File: src/rtl/fifo_wr_arbiter.sv
// Round-robin arbiter sharing one FIFO write port among N producers.
// Each grant covers a burst of up to MAX_BURST words, ended early by req_last.
// FIFO full stalls the burst in the same cycle (zero-latency backpressure).
module fifo_wr_arbiter #(
  parameter  int unsigned N         = 4,
  parameter  int unsigned DW        = 8,
  parameter  int unsigned MAX_BURST = 4,
  localparam int unsigned GW        = (N > 1) ? $clog2(N) : 1
) (
  input  logic            clk,
  input  logic            rst,
  input  logic [N-1:0]    req_valid,
  input  logic [N*DW-1:0] req_data,
  input  logic [N-1:0]    req_last,
  output logic [N-1:0]    req_ready,
  input  logic            fifo_full,
  output logic            fifo_wr_en,
  output logic [DW-1:0]   fifo_din,
  output logic [GW-1:0]   grant_id,
  output logic            busy
);

  localparam int unsigned BW = (MAX_BURST > 1) ? $clog2(MAX_BURST) : 1;

  typedef enum logic {
    IDLE  = 1'b0,
    BURST = 1'b1
  } state_t;

  state_t        state, state_nxt;
  logic [GW-1:0] rr_ptr, rr_ptr_nxt;
  logic [GW-1:0] grant_nxt;
  logic [BW-1:0] beat_cnt, beat_nxt;
  logic [GW-1:0] pick;
  logic          pick_vld;
  logic          xfer;
  logic          sel_valid;
  logic          sel_last;
  logic [DW-1:0] sel_data;

  // Round-robin search starting just after the last served requester
  always_comb begin
    int unsigned idx;
    pick     = '0;
    pick_vld = 1'b0;
    idx      = 0;
    for (int k = N; k >= 1; k--) begin
      idx = (int'(rr_ptr) + k) % N;
      if (req_valid[GW'(idx)]) begin
        pick     = GW'(idx);
        pick_vld = 1'b1;
      end
    end
  end

  // Granted requester's signals and the transfer condition
  always_comb begin
    sel_valid = req_valid[grant_id];
    sel_last  = req_last[grant_id];
    sel_data  = req_data[int'(grant_id)*DW +: DW];
    xfer      = (state == BURST) && sel_valid && !fifo_full;
  end

  // Next-state logic and write-port outputs
  always_comb begin
    state_nxt  = state;
    rr_ptr_nxt = rr_ptr;
    grant_nxt  = grant_id;
    beat_nxt   = beat_cnt;
    fifo_wr_en = 1'b0;
    req_ready  = '0;
    fifo_din   = '0;
    busy       = 1'b0;
    case (state)
      IDLE: begin
        if (pick_vld) begin
          grant_nxt = pick;
          beat_nxt  = '0;
          state_nxt = BURST;
        end
      end
      BURST: begin
        busy       = 1'b1;
        fifo_din   = sel_data;
        fifo_wr_en = xfer;
        if (xfer) begin
          req_ready = N'(1) << grant_id;
          beat_nxt  = beat_cnt + BW'(1);
          if (sel_last || (beat_cnt == BW'(MAX_BURST - 1))) begin
            rr_ptr_nxt = grant_id;
            beat_nxt   = '0;
            state_nxt  = IDLE;
          end
        end
      end
      default: state_nxt = IDLE;
    endcase
  end

  // State, pointer, grant and beat registers
  always_ff @(posedge clk or posedge rst) begin
    if (rst) begin
      state    <= IDLE;
      rr_ptr   <= GW'(N - 1);
      grant_id <= '0;
      beat_cnt <= '0;
    end else begin
      state    <= state_nxt;
      rr_ptr   <= rr_ptr_nxt;
      grant_id <= grant_nxt;
      beat_cnt <= beat_nxt;
    end
  end

endmodule
File: config.mk
export PLATFORM = sky130hd
export DESIGN_NAME = fifo_wr_arbiter
export DESIGN_NICKNAME = d
export VERILOG_FILES = /design/src/rtl/fifo_wr_arbiter.sv
export SDC_FILE = /design/constraint.sdc
export NUM_CORES = 1
export LEC_CHECK = 0
export ABC_AREA = 1
export CORE_UTILIZATION = 37
export DETAILED_ROUTE_END_ITERATION = 16
export GPL_ROUTABILITY_DRIVEN = 0
export PLACE_DENSITY = 0.93
export RECOVER_POWER = 50
export SLEW_MARGIN = 20
export SYNTH_ARGS = -nofsm -noshare
export SYNTH_HDL_FRONTEND = slang
export SYNTH_SLANG_ARGS = --single-unit
File: constraint.sdc
create_clock -name clk -period 2.35 [get_ports clk]
set_input_delay 0.47 -clock clk [delete_from_list [all_inputs] [get_ports clk]]
set_output_delay 0.47 -clock clk [all_outputs]
set_load 0.01 [all_outputs]
# After elaboration in Yosys (flattened, before gate mapping)
# Index checks and enable logic that the tools add are counted.
# word_totals
output_inout_bits,16
in_bits,43
word_cells,60
reg_bits,7
# classes
bitwise_logic,1
eq_ne,3
n_addsub,5
shifts,2
n_lt_le_gt_ge,5
n_reduce_logical,7
mux,33
# ops
op,n
$shiftx A32 B6 Y8,1
$lt A2 B3 Y1 const B,5
$mux W1,15
$mux W2,7
$bmux W1 S2,6
$mux W4,2
$mux W8,1
$add A2 B1 Y2 const B,3
$add A2 B2 Y2 const B,2
$pmux W2 S2,1
$reduce_and A2 Y1,2
$shl A1 B2 Y4 const A,1
$reduce_and A3 Y1,1
$eq A2 B2 Y1 const B,1
$logic_and A1 B1 Y1,2
$ne A2 B1 Y1 const B,1
$ne A2 B2 Y1 const B,1
$pmux W1 S2,1
$logic_not A1 Y1,1
$logic_or A1 B1 Y1,1
$not A1 Y1,1

# Longest topological paths before layout
# logic_depth
word_depth,9
ltp_mapped,12

# Worst setup path before layout
# No wires, ideal clock.
# synth_timing
path_kind,reg-to-output
from,register grant_id[1]
to,output fifo_din[0]
slack_ps,644
n_path_buf,2
arrival_time_ps,1236
required_time_ps,1880
path_stages_with_launch,5
path_cell_list,dfrtp_1 > buf_2 > buf_2 > nand3_1 > a31oi_1
# synth_between
elab_chain_len,2
# synth_lines
item,line_no,text
from (decl),19,"output logic [GW-1:0] grant_id,"
from (signal assigned),110,grant_id <= grant_nxt;
$shiftx A32 B6 Y8,60,sel_data = req_data[int'(grant_id)*DW +: DW];
$mux W8,74,case (state)
to (decl),18,"output logic [DW-1:0] fifo_din,"
# Every way passes these cells.

# Worst setup path in the final report
# layout_timing
from,input fifo_full
to,output req_ready[1]
# layout_between
elab_chain_len,4
# layout_lines
item,line_no,text
from (decl),16,"input logic fifo_full,"
$logic_not A1 Y1,61,xfer = (state == BURST) && sel_valid && !fifo_full;
$logic_and A1 B1 Y1,61,
$mux W4,86,if (xfer) begin
$mux W4,74,
to (decl),15,"output logic [N-1:0] req_ready,"
# Every way passes these cells.

==> flow_summary_export.csv <==
group,metric,value,unit
route,route.detailed.wl_per_inst,13.6,um
sta,tightestPinTransition,0.478,ns
placement,portBuffers,58,
logic_synthesis,synth.cell_area,837,um^2
critical_path,timing_worst_setup_path_type,"input pin to primary output",
logic_synthesis,async_reset_ff_share,100,%
route,drc,0,
cells_and_area,final_cell_count_no_fill,235,
sta,fmax,438,MHz
floorplanning,dieWidth,49.6,um
sta,worst_clock_skew,0.00447,ns
route,ant_nets,0,
route,drt-initial-drc-count,41,
logic_synthesis,synth_adder_area_share,1.49,%
logic_synthesis,synth_largest_area_cell,"nand2_1",
sta,final_max_slew_viol_count,0,
logic_synthesis,post_synth_main_area_contributors,"nand2_1 (19%), dfrtp_1 (15%), nand3_1 (15%)",
critical_path,worst_path_required_time,1.88,ns
global_routing,grt_start_max_net_pins,19,
sta,headroom_to_the_max_slew_limit,67.8,%
floorplanning,die_height,49.6,um
logic_synthesis,synth_cells,139,
cells_and_area,layout_utilization,75.5,%
logic_synthesis,synth-edff-count,0,
logic_synthesis,post_synth_most_frequent_cells,"nand2_1 (42), nand3_1 (25), inv_1 (13)",
global_routing,first_global_vias,1209,
clocking,cts.sink_count,7,
clocking,worst_skew_pair.late_latency,0.25,ns
critical_path,max_fo_critical_path,5,
logic_synthesis,complex_gate_fraction_of_the_synthesized_area,20.9,%
cells_and_area,diodes,0,
logic_synthesis,synth-seq-area-share,21.2,%
pwr,irDropWorstVdd,0.000825,V
route,router_iterations_before_antenna_repair,4,
pwr,cellLeakagePower,0.761,nW
sta,fin_setup_tns,0,ns
pwr,design_power_total,1.66,mW
global_routing,antenna_found_initial,0,
logic_synthesis,muxShareOfSynthArea,0,%
logic_synthesis,yosys.area_share.simple,45.0,%
hold_path,worstHoldPathType,"register to register",
floorplanning,initial_core_util,41.0,%
floorplanning,core_area,2040,um^2
clocking,hold_buffers,0,
clocking,clock_pin_slew_on_the_worst_setup_and_hold_paths,0.05,ns
logic_synthesis,synth.top_cell.area_share,18.8,%
placement,detailed_place_hpwl,2580,um
logic_synthesis,synth_fp_nets,183,
route,via_count,1250,
route,drt_wl_total,3200,um
floorplanning,core.rowCount,16,
placement,instance_area_after_placement,1490,um^2
sta,final_hold_viol_count,0,
cells_and_area,area_growth_syn_to_layout,84.2,%
sta,setup_violations,0,
cells_and_area,post_route_cells_drive_above_1_share,15.4,%
logic_synthesis,syn-mean-instance-area,6.02,um^2
placement,dp.cells,228,
pwr,power_density,1080,nW/um^2
cells_and_area,postLayoutCellArea,1540,um^2
logic_synthesis,main_flop_type_after_synthesis,"dfrtp_1",
route,viasPerCell,5.32,
logic_synthesis,synthesis.yosys.warnings,0,
status,result_of_the_run,"completed",
clocking,clock_path_buffers,2,
sta,period_minus_slack,2.28,ns
critical_path,setup.worst_path.start_class,"input pin",
global_routing,groute.usage.overall,27.6,%
critical_path,critPathCaptureType,"primary output",
logic_synthesis,postSynthRegisterBits,7,
floorplanning,num_io_pins,59,
clocking,cts-root-buf,"clkbuf_4",
floorplanning,die-area,2460,um^2
flow_run,max_cap_viol_count,0,
critical_path,cp_data_arrival_time,1.81,ns
logic_synthesis,synthDistinctLibCells,27,
clocking,tritoncts_clock_tree,"yes",
sta,finalCritPeriodShare,97.1,%
logic_synthesis,synth_top_family_by_area,"simple AND/OR/NAND/NOR gates",
clocking,cts_max_level,1,
global_routing,grt_pass1_wl,5320,um
cells_and_area,nets,253,
cells_and_area,layout.filler_cells,159,
clocking,numCtsBuffers,3,
logic_synthesis,xor_and_xnor_fraction_of_the_mapped_netlist_area,0,%
logic_synthesis,synth.most_common_cell,"nand2_1",
global_routing,grt.overflow.total,0,
==> kinds of logic after synthesis <==
logic type / after synthesis
and+or+nand+nor: 84
adders and majority gates: 1
buffers and inverters: 22
DFF: 7
AOI/OAI and AO/OA: 25
==> where the power goes <==
part	internal, mW	switching (mW)	leakage, nW
clock network	0.0646	0.0413	0.0150
registers	0.190	0.0920	0.0784
logic	0.576	0.698	0.668
total	0.831	0.832	0.761
==> per-layer routing <==
metal | vias to the layer above | global-route usage [%] | wire length (um)
met5 | - | 0 | 0
met4 | 0 | 8.57 | 46
met3 | 8 | 4.63 | 166
met2 | 48 | 50.2 | 1700
met1 | 578 | 32.3 | 1280
li1 | 616 | - | -
==> worst max-delay path, cell delays in order <==
cell             delay (ns)
clkdlybuf4s50_1        0.40
or2_2                  0.30
o21bai_2               0.24
nor2_1                 0.13
dlygate4sd2_1          0.28
==> layout by cell type, fill, tap and decap left out, drive strengths merged, types with 2 or more instances in the layout <==
cell type      Yosys  routed
a31oi              9       9
dlygate4sd3        0       2
dfrtp              5       5
nor2              10      10
clkbuf             1       4
a22oi              8       8
a21oi              2       2
dlygate4sd2        0      10
o22ai              2       2
dfstp              2       2
nand4              2       2
inv               16      16
o21ai              3       3
nand3             25      25
clkdlybuf4s50      0      44
dlymetal6s2s       0       2
buf                5      12
nand2             43      43
==> sequential cells by signal, summed over array words and instances, names as in the netlist <==
signal and count:
state 1, beat_cnt 2, rr_ptr 2, grant_id 2
==> path summary, 6_finish.rpt <==
check	to	startpoint	cells past startpoint	slack, ns
hold reg to reg	rr_ptr[1]	rr_ptr[1]	2	0.53
setup reg to reg	beat_cnt[1]	rr_ptr[0]	9	0.73
max in group asynchronous	rr_ptr[1]	rst	2	1.49
setup / recovery	req_ready[1]	fifo_full	5	0.07
hold / removal	rr_ptr[1]	rr_ptr[1]	2	0.53
min in group asynchronous	grant_id[1]	rst	2	0.59
==> timing repair <==
| item | CTS | global route |
|---|---|---|
| endpoints found under the setup margin | 13 | 3 |
| setup buffers | 1 | 1 |
| resized for setup | 15 | 2 |
| gates cloned | 1 | 0 |
==> per-stage QoR <==
stage	hold WS, ns	worst slack (ns)
global route	0.560	-0.00778
CTS	0.455	0.0380
floorplan	0.272	0.644
detailed placement	0.496	-0.207
global placement	0.490	-0.134
finish	0.528	0.0688
==> area by class of cell <==
cell class	instances	area, um^2	area share, %
clock buffers	4	26.3	1.70
inverters	16	60.1	3.90
multi-input cells	110	571	37.0
flip-flops and latches	7	180	11.7
well taps	27	33.8	2.19
repair buffers	70	663	43.0
repair inverters	1	7.51	0.487
Power figures use the tool's default switching activity.
